### config.mk
export PLATFORM = sky130hd
export DESIGN_NAME = flex_timer_flat
export DESIGN_NICKNAME = d
export VERILOG_FILES = /design/src/rtl/flex_timer_if.sv /design/src/rtl/flex_timer.sv /design/src/flat_wrapper.sv
export SDC_FILE = /design/constraint.sdc
export NUM_CORES = 1
export LEC_CHECK = 0
export ABC_AREA = 1
export BUFFER_PORTS_ARGS = -buffer_cell sky130_fd_sc_hd__buf_2
export CORE_MARGIN = 10
export CORE_UTILIZATION = 40
export DETAILED_ROUTE_END_ITERATION = 8
export SYNTH_ARGS = -nofsm -noshare
export SYNTH_HDL_FRONTEND = slang
export SYNTH_SLANG_ARGS = --single-unit
### constraint.sdc
create_clock -name clk -period 4.65 [get_ports clk]
set_input_delay 0.6975 -clock clk [delete_from_list [all_inputs] [get_ports clk]]
set_output_delay 0.6975 -clock clk [all_outputs]
set_load 0.01 [all_outputs]
### src/rtl/flex_timer_if.sv
// Control/status bundle for flex_timer.
// Optional port wrap_cnt exists only when FLEX_TIMER_WRAP_CNT_EN is defined.
interface flex_timer_if #(
  parameter int unsigned NUM_CNT_BITS = 8,
  parameter int unsigned NUM_PRE_BITS = 4
);

  logic                    clear;
  logic                    start;
  logic                    stop;
  logic                    oneshot;
  logic                    dir_down;
  logic [NUM_PRE_BITS-1:0] prescale_val;
  logic [NUM_CNT_BITS-1:0] rollover_val;
  logic [NUM_CNT_BITS-1:0] count_out;
  logic                    rollover_flag;
  logic                    busy;
  logic                    done_pulse;
`ifdef FLEX_TIMER_WRAP_CNT_EN
  logic [7:0]              wrap_cnt;
`endif

  // Controller side: drives commands and config, observes status.
  modport master (
    output clear, start, stop, oneshot, dir_down, prescale_val, rollover_val,
`ifdef FLEX_TIMER_WRAP_CNT_EN
    input  wrap_cnt,
`endif
    input  count_out, rollover_flag, busy, done_pulse
  );

  // Timer side.
  modport slave (
    input  clear, start, stop, oneshot, dir_down, prescale_val, rollover_val,
`ifdef FLEX_TIMER_WRAP_CNT_EN
    output wrap_cnt,
`endif
    output count_out, rollover_flag, busy, done_pulse
  );

endinterface

### src/rtl/flex_timer.sv
// flex_timer: programmable prescaled up/down timer with one-shot or periodic
// mode and an IDLE/RUN/DONE state machine. Configuration is latched on start.
// Optional feature macro: FLEX_TIMER_WRAP_CNT_EN adds an 8-bit saturating
// count of periodic terminal-count events on bus.wrap_cnt.
module flex_timer #(
  parameter int unsigned NUM_CNT_BITS = 8,
  parameter int unsigned NUM_PRE_BITS = 4
) (
  input logic         clk,
  input logic         n_rst,
  flex_timer_if.slave bus
);

  typedef enum logic [1:0] {
    StIdle = 2'd0,
    StRun  = 2'd1,
    StDone = 2'd2
  } state_e;

  localparam logic [NUM_CNT_BITS-1:0] CntOne  = NUM_CNT_BITS'(1);
  localparam logic [NUM_CNT_BITS-1:0] CntZero = '0;

  state_e                  state_q, state_d;
  logic [NUM_CNT_BITS-1:0] count_q, count_d;
  logic                    flag_q, flag_d;
  logic                    done_q, done_d;
  logic [NUM_PRE_BITS-1:0] pre_q, pre_d;
  logic [NUM_CNT_BITS-1:0] r_q, r_d;
  logic [NUM_PRE_BITS-1:0] p_q, p_d;
  logic                    oneshot_q, oneshot_d;
  logic                    down_q, down_d;

  // Tick-time helpers derived from latched config only.
  logic                    tick;
  logic [NUM_CNT_BITS-1:0] terminal;
  logic [NUM_CNT_BITS-1:0] count_tick;
  logic                    start_ok;

  // Decode tick, terminal value and the count loaded by a tick.
  always_comb begin
    tick       = (state_q == StRun) && (pre_q == p_q);
    terminal   = down_q ? CntOne : r_q;
    count_tick = count_q;
    if (down_q) begin
      count_tick = (count_q == CntOne) ? r_q : count_q - CntOne;
    end else begin
      count_tick = (count_q == r_q) ? CntOne : count_q + CntOne;
    end
    start_ok = bus.start && (bus.rollover_val != CntZero);
  end

`ifdef FLEX_TIMER_WRAP_CNT_EN
  logic [7:0] wrap_q, wrap_d;

  // Saturating count of periodic-mode terminal-count loads.
  always_comb begin
    wrap_d = wrap_q;
    if (bus.clear) begin
      wrap_d = '0;
    end else if (bus.stop) begin
      wrap_d = wrap_q;
    end else if (start_ok) begin
      wrap_d = '0;
    end else if (tick && !oneshot_q && (count_tick == terminal) && (wrap_q != 8'hff)) begin
      wrap_d = wrap_q + 8'd1;
    end
  end

  // Wrap counter register.
  always_ff @(posedge clk or negedge n_rst) begin
    if (!n_rst) begin
      wrap_q <= '0;
    end else begin
      wrap_q <= wrap_d;
    end
  end

  assign bus.wrap_cnt = wrap_q;
`endif

  // Next-state logic; priority clear > stop > start > tick.
  always_comb begin
    state_d   = state_q;
    count_d   = count_q;
    flag_d    = flag_q;
    done_d    = 1'b0;
    pre_d     = pre_q;
    r_d       = r_q;
    p_d       = p_q;
    oneshot_d = oneshot_q;
    down_d    = down_q;

    if (bus.clear) begin
      state_d = StIdle;
      count_d = '0;
      flag_d  = 1'b0;
      pre_d   = '0;
    end else if (bus.stop) begin
      state_d = StIdle;
      flag_d  = 1'b0;
      pre_d   = '0;
    end else if (start_ok) begin
      state_d   = StRun;
      r_d       = bus.rollover_val;
      p_d       = bus.prescale_val;
      oneshot_d = bus.oneshot;
      down_d    = bus.dir_down;
      pre_d     = '0;
      count_d   = bus.dir_down ? bus.rollover_val : CntZero;
      flag_d    = bus.dir_down && (bus.rollover_val == CntOne);
    end else if (state_q == StRun) begin
      if (tick) begin
        pre_d   = '0;
        count_d = count_tick;
        flag_d  = (count_tick == terminal);
        if (oneshot_q && (count_tick == terminal)) begin
          state_d = StDone;
          done_d  = 1'b1;
        end
      end else begin
        pre_d = pre_q + NUM_PRE_BITS'(1);
      end
    end
  end

  // State, counter and latched configuration registers.
  always_ff @(posedge clk or negedge n_rst) begin
    if (!n_rst) begin
      state_q   <= StIdle;
      count_q   <= '0;
      flag_q    <= 1'b0;
      done_q    <= 1'b0;
      pre_q     <= '0;
      r_q       <= '0;
      p_q       <= '0;
      oneshot_q <= 1'b0;
      down_q    <= 1'b0;
    end else begin
      state_q   <= state_d;
      count_q   <= count_d;
      flag_q    <= flag_d;
      done_q    <= done_d;
      pre_q     <= pre_d;
      r_q       <= r_d;
      p_q       <= p_d;
      oneshot_q <= oneshot_d;
      down_q    <= down_d;
    end
  end

  assign bus.count_out     = count_q;
  assign bus.rollover_flag = flag_q;
  assign bus.busy          = (state_q == StRun);
  assign bus.done_pulse    = done_q;

endmodule

### src/flat_wrapper.sv
// flat-port wrapper written by rule: the top's interface ports become plain ports
module flex_timer_flat 
#(
  parameter int unsigned NUM_CNT_BITS = 8,
  parameter int unsigned NUM_PRE_BITS = 4
)
  (clk, n_rst, bus_clear, bus_start, bus_stop, bus_oneshot, bus_dir_down, bus_prescale_val, bus_rollover_val, bus_count_out, bus_rollover_flag, bus_busy, bus_done_pulse);
  flex_timer_if #(.NUM_CNT_BITS(NUM_CNT_BITS), .NUM_PRE_BITS(NUM_PRE_BITS)) bus_i ();
  input logic clk;
  input logic n_rst;
  input wire logic [$bits(bus_i.clear)-1:0] bus_clear;
  input wire logic [$bits(bus_i.start)-1:0] bus_start;
  input wire logic [$bits(bus_i.stop)-1:0] bus_stop;
  input wire logic [$bits(bus_i.oneshot)-1:0] bus_oneshot;
  input wire logic [$bits(bus_i.dir_down)-1:0] bus_dir_down;
  input wire logic [$bits(bus_i.prescale_val)-1:0] bus_prescale_val;
  input wire logic [$bits(bus_i.rollover_val)-1:0] bus_rollover_val;
  output wire logic [$bits(bus_i.count_out)-1:0] bus_count_out;
  output wire logic [$bits(bus_i.rollover_flag)-1:0] bus_rollover_flag;
  output wire logic [$bits(bus_i.busy)-1:0] bus_busy;
  output wire logic [$bits(bus_i.done_pulse)-1:0] bus_done_pulse;
  assign bus_i.clear = bus_clear;
  assign bus_i.start = bus_start;
  assign bus_i.stop = bus_stop;
  assign bus_i.oneshot = bus_oneshot;
  assign bus_i.dir_down = bus_dir_down;
  assign bus_i.prescale_val = bus_prescale_val;
  assign bus_i.rollover_val = bus_rollover_val;
  assign bus_count_out = bus_i.count_out;
  assign bus_rollover_flag = bus_i.rollover_flag;
  assign bus_busy = bus_i.busy;
  assign bus_done_pulse = bus_i.done_pulse;
  flex_timer #(.NUM_CNT_BITS(NUM_CNT_BITS), .NUM_PRE_BITS(NUM_PRE_BITS)) u_core (.clk(clk), .n_rst(n_rst), .bus(bus_i));
endmodule
# Yosys cells after proc, flatten, opt, wreduce, memory -nomap -nowiden
# Cells that the tools add are included.
word_totals:
  regBits: 30
  inputBits: 19
  out_inout_bits: 11
  wordCells: 67
classes:
  addsub: 3
  eq_ne: 7
  muxes: 32
  bitwise: 2
  n_reduce_logical: 14
ops:
  columns: ["op", "count"]
  rows:
  - ["2-to-1 mux 8 bit", 10]
  - ["2-to-1 mux 4 bit", 5]
  - ["equality test 8 x 1 -> 1 bit (second input constant)", 2]
  - ["equality test 8 bit", 2]
  - ["2-to-1 mux 2 bit", 6]
  - ["nonzero test 4 bit", 3]
  - ["2-to-1 mux 1 bit", 11]
  - ["AND reduction 3 bit", 3]
  - ["adder 8 x 1 -> 8 bit (second input constant)", 1]
  - ["nonzero test 8 bit", 1]
  - ["subtractor 8 x 1 -> 8 bit (second input constant)", 1]
  - ["nonzero test 3 bit", 2]
  - ["adder 4 x 1 -> 4 bit (second input constant)", 1]
  - ["equality test 4 bit", 1]
  - ["logical AND 1 bit", 4]
  - ["equality test 2 x 1 -> 1 bit (second input constant)", 1]
  - ["!= test 2 bit (second input constant)", 1]
  - ["NOT 1 bit", 2]
  - ["AND reduction 2 bit", 1]

# Logic depth before layout (Yosys ltp)
logic_depth:
  word_depth: 11
  depth_mapped: 19
  mapped_depth_nobuf: 18

# Least setup slack after synthesis
# OpenSTA, ideal clock, no wires.
synth_timing:
  path_kind: "reg-to-reg"
  startpoint: "register u_core.count_q[0], in the netlist u_core.bus.count_out[0]"
  endpoint: "register u_core.state_q[0]"
  setup_time_ns: 0.119
  t_arrival_ns: 1.853
  t_required_ns: 4.531
  slack_ns: 2.678
  stages_incl_launch_ff: 18
  n_path_buf: 0
  synth_period_minus_slack_ns: 1.972
  path_cell_list: "dfrtp_1 > inv_2 > ha_1 > nand2_1 > o21ai_0 > nand2_1 > o21ai_2 > nand2_1 > nand2_1 > nand2_1 > nor2_1 > nand2_1 > nor2_1 > nand2_1 > nand2_1 > nand2_1 > nand2_1 > nand2_1"
synth_between:
  elab_chain_cells: 7
  elab_cells_between_ends: 11
  classes_between: "add/sub: 2; eq/ne: 3; mux: 3; reduce/logical: 3"
synth_lines:
  columns: ["item", "line", "rtl"]
  rows:
  - ["start, declared", "flex_timer.sv:24", "logic [NUM_CNT_BITS-1:0] count_q, count_d;"]
  - ["start signal, assigned", "flex_timer.sv:140", "count_q <= count_d;"]
  - ["adder 8 x 1 -> 8 bit (tied with other cells)", "flex_timer.sv:47", "count_tick = (count_q == r_q) ? CntOne : count_q + CntOne;"]
  - ["2-to-1 mux 8 bit, on equally long branches", "flex_timer.sv:47, flex_timer.sv:45", null]
  - ["2-to-1 mux 8 bit (*)", "flex_timer.sv:44", "if (down_q) begin"]
  - ["equality test 8 bit (*)", "flex_timer.sv:116", "if (oneshot_q && (count_tick == terminal)) begin"]
  - ["logical AND 1 bit (*)", "flex_timer.sv:116", null]
  - ["nonzero test 4 bit (no source line) (*)", null, null]
  - ["AND reduction 3 bit (no source line) (*)", null, null]
  - ["end signal, assigned", "flex_timer.sv:129", "state_q <= StIdle;"]
  - ["end signal, assigned", "flex_timer.sv:139", "state_q <= state_d;"]
  - ["end, declared", "flex_timer.sv:23", "state_e state_q, state_d;"]
# Every way passes the cells marked *; elsewhere a longest branch is shown, timed or not.
# A chain may end at the register's enable or synchronous reset.

# Final worst setup path
# Same ends and word-level chain as after synthesis.

==> run_results.csv <==
group,metric,value,unit
die,die_h,96.4,um
power,p_sw,0.325,mW
cts,clockBufferDepth,2,
global_routing,grt.total_usage,15.5,%
power,peakVddDrop,0.163,mV
global_routing,antenna_found_initial,0,
power,internal_power,0.556,mW
setup_path,worst-setup-path-type,"reg -> reg",
power,p_comb_share,32.3,%
detailed_routing,final_antenna_net_count,0,
cts,cts_tree,"done",
cells_and_area,drive_gt1_share,18.9,%
detailed_routing,vias,2261,
synthesis,synth_largest_area_cell,"dfrtp_1",
sta,worst_pin_slew,0.716,ns
global_routing,grt_max_degree,31,
synthesis,synthTopCellsByCount,"nand2_1 (116), inv_1 (41), dfrtp_1 (30)",
cts,h-tree-depth,2,
detailed_routing,wire_per_inst,14.7,um
synthesis,synthFlopType,"dfrtp_1",
sta,period_needed,2.42,ns
hold_path,hold_path_class,"in -> async",
die,num_rows,27,
setup_path,slowest_delay,0.52,ns
global_routing,grt_pass1_vias,2289,
setup_path,worst-r2r-setup-slack,2.23,ns
die,core,5570,um2
power,clockPowerShare,31.7,%
sta,finClkSkew,0.00848,ns
synthesis,synth_area,2340,um2
die,fp.dieW,96.4,um
power,power.leakage,1.38,nW
global_routing,grt_pass1_wl,11100,um
cts,clock_latency,0.30,ns
cells_and_area,area_growth,12.9,%
cts,clkTransAtPathRegs,0.07,ns
cells_and_area,nFillCells,597,
synthesis,synth_seq_cells,30,
synthesis,ys_seq_area_share,32.1,%
placement,dp_cells,441,
synthesis,synthMostInstantiatedCell,"nand2_1",
sta,fin_tns_setup,0,ns
detailed_routing,dr.first_iter.drc_count,166,
job,maxCapViolations,0,
power,power,0.881,mW
synthesis,synth_edf_count,0,
cells_and_area,antenna-diode-count,0,
outcome,status,"completed",
die,die_area,9300,um2
synthesis,synth_top_area_share,32.1,%
synthesis,synthDistinctLibCells,39,
cts,cts_hold_buffers,0,
cts,cts_post_setup_buffers_inserted,0,
setup_path,critPathLaunchType,"flip-flop",
cts,cts_sinks,30,
setup_path,slowest_stage,"dfrtp_1",
setup_path,cp-end-kind,"flip-flop",
sta,setup_viol,0,
die,ioPinCount,30,
cells_and_area,multiInputGateArea,1360,um2
sta,fmax,413,MHz
setup_path,crit_arrival,2.60,ns
sta,slew_violations,0,
setup_path,crit_chain,"inv_2, ha_1, nand2_1, o21ai_0, nand2_1, o21ai_2, nand2_1, nand2_1, nand2_1, nor2_1, nand2_1, nor2_1, nand2_1, nand2_1, nand2_1, nand2_1, nand2_1",
cts,cts_buffers,5,
setup_path,critical_path_peak_fanout,8,
cts,cts-root-buf,"clkbuf_8",
cells_and_area,regArea,751,um2
power,seq_power_share,36.1,%
die,start_util,41.9,%
power,sw_frac_of_total,36.9,%
sta,rsz0062_at_grt,"no",
synthesis,synth-warning-count,0,
detailed_routing,route.detailed.drc,0,
placement,dpl.hpwl,5020,um
detailed_routing,avgViaCountPerCell,5.05,
cts,cts-resized-gates,0,
synthesis,ys_top_cells_by_area,"dfrtp_1 (32%), nand2_1 (19%), inv_1 (6.6%)",
detailed_routing,firstDrtPassIters,4,
global_routing,grt_overflow_total,0,
sta,timing.slew.headroom,52.2,%
synthesis,syn_avg_cell_area,6.75,um2
cells_and_area,finalNonFillerCells,448,
setup_path,cpMostUsedCell,"nand2_1",
placement,io_buffers,29,
synthesis,syn_nets,369,
synthesis,synthCells,346,
setup_path,cp.required,4.83,ns
sta,final_hold_viol_count,0,
sta,post-route-period-util,52.0,%
placement,gp_congestion,0.885,
power,p_per_area,334,nW/um2
synthesis,async_flop_share,100,%
detailed_routing,wl,6590,um
cells_and_area,final_nets,399,
[per-stage QoR]
step	worst slack (ns)	hold WS (ns)	cell area, um2	utilization, %
2_1_floorplan	2.68	0.402	2340	-
5_1_grt	2.02	0.512	2640	47.3
3_5_place_dp	2.00	0.461	2520	45.3
3_3_place_gp	2.13	0.459	2520	45.3
4_1_cts	2.28	0.481	2640	47.3
6_report	2.23	0.452	2640	47.3
[critical path, delay by kind of cell (launching register included)]
kind	cells	cell delay [ns]
simple gates	13	0.96
compound gates	2	0.32
flops	1	0.52
buf+inv	1	0.21
fa+ha+maj	1	0.29
[cell families (layout without fill, tap and decap cells)]
group                    Yosys count  in the layout  share of synthesized area [%]
AO/OA/AOI/OAI                     42             42                           10.6
XOR/XNOR                          10             10                           3.75
adder cells (fa/ha/maj)            4              4                           2.14
buffers and inverters             52             82                           9.64
flip-flops                        30             30                           32.1
multiplexers                       1              1                          0.429
AND/OR/NAND/NOR                  207            207                           41.3
[sequential cells by signal, summed over array words and instances, names as in the netlist]
name / count
u_core.state_q: 2
u_core.p_q: 4
u_core.r_q: 8
u_core.bus.rollover_flag: 1
u_core.oneshot_q: 1
u_core.bus.done_pulse: 1
u_core.down_q: 1
u_core.bus.count_out: 8
u_core.pre_q: 4
[power by group through the flow]
stage	Combinational, mW	Clock, mW	Sequential [mW]
3_3_place_gp	0.280	0	0.322
4_1_cts	0.283	0.281	0.318
6_report	0.284	0.279	0.318
2_1_floorplan	0.219	0	0.311
5_1_grt	0.327	0.296	0.323
3_5_place_dp	0.281	0	0.322
[final timing paths]
kind / start / endpoint / cells past startpoint
hold reg to reg: u_core.state_q[1] / u_core.state_q[1] / 2
min in group clk: u_core.state_q[1] / u_core.state_q[1] / 2
setup / recovery: u_core.bus.count_out[0] / u_core.state_q[0] / 17
setup reg to reg: u_core.bus.count_out[0] / u_core.state_q[0] / 17
hold / removal: n_rst / u_core.r_q[2] / 1
max in group asynchronous: n_rst / u_core.pre_q[2] / 1
[layer usage]
layer / vias to the layer above / share of wire (%) / global-route usage, % / wire length, um
met5: - / 0 / 0 / 0
met4: 0 / 1.8 / 5.69 / 121
met3: 11 / 8.3 / 3.78 / 545
met2: 69 / 44 / 24.0 / 2910
met1: 1017 / 46 / 20.4 / 3010
li1: 1164 / - / - / -
[layout make-up]
type | instances | share of cell area (%)
Sequential cell | 30 | 28.5
Timing Repair Buffer | 30 | 5.79
Tap cell | 72 | 3.42
Inverter | 45 | 6.50
Multi-Input combinational cell | 264 | 51.6
Clock buffer | 6 | 3.13
Clock inverter | 1 | 1.14
[layout by cell type, fill, tap and decap left out, types with 2 or more instances in the layout]
| cell | netlist | routed |
|---|---|---|
| dfrtp_1 | 30 | 30 |
| xor2_1 | 4 | 4 |
| ha_1 | 4 | 4 |
| o21ai_1 | 2 | 2 |
| nor3_1 | 4 | 4 |
| nand3b_1 | 2 | 2 |
| inv_2 | 3 | 3 |
| xnor2_1 | 6 | 6 |
| buf_2 | 2 | 29 |
| nand4_1 | 6 | 6 |
| nand2_1 | 116 | 116 |
| nand3_1 | 21 | 21 |
| nand2_2 | 12 | 12 |
| clkbuf_8 | 1 | 6 |
| o21ai_0 | 18 | 18 |
| nor3_2 | 3 | 3 |
| a22oi_1 | 4 | 4 |
| inv_1 | 41 | 41 |
| nand3_2 | 5 | 5 |
| o21ai_2 | 2 | 2 |
| a21oi_1 | 7 | 7 |
| nor2_1 | 28 | 28 |
| nor2_2 | 4 | 4 |
| o22ai_1 | 4 | 4 |
No activity file was read; power rests on OpenSTA's default activity.
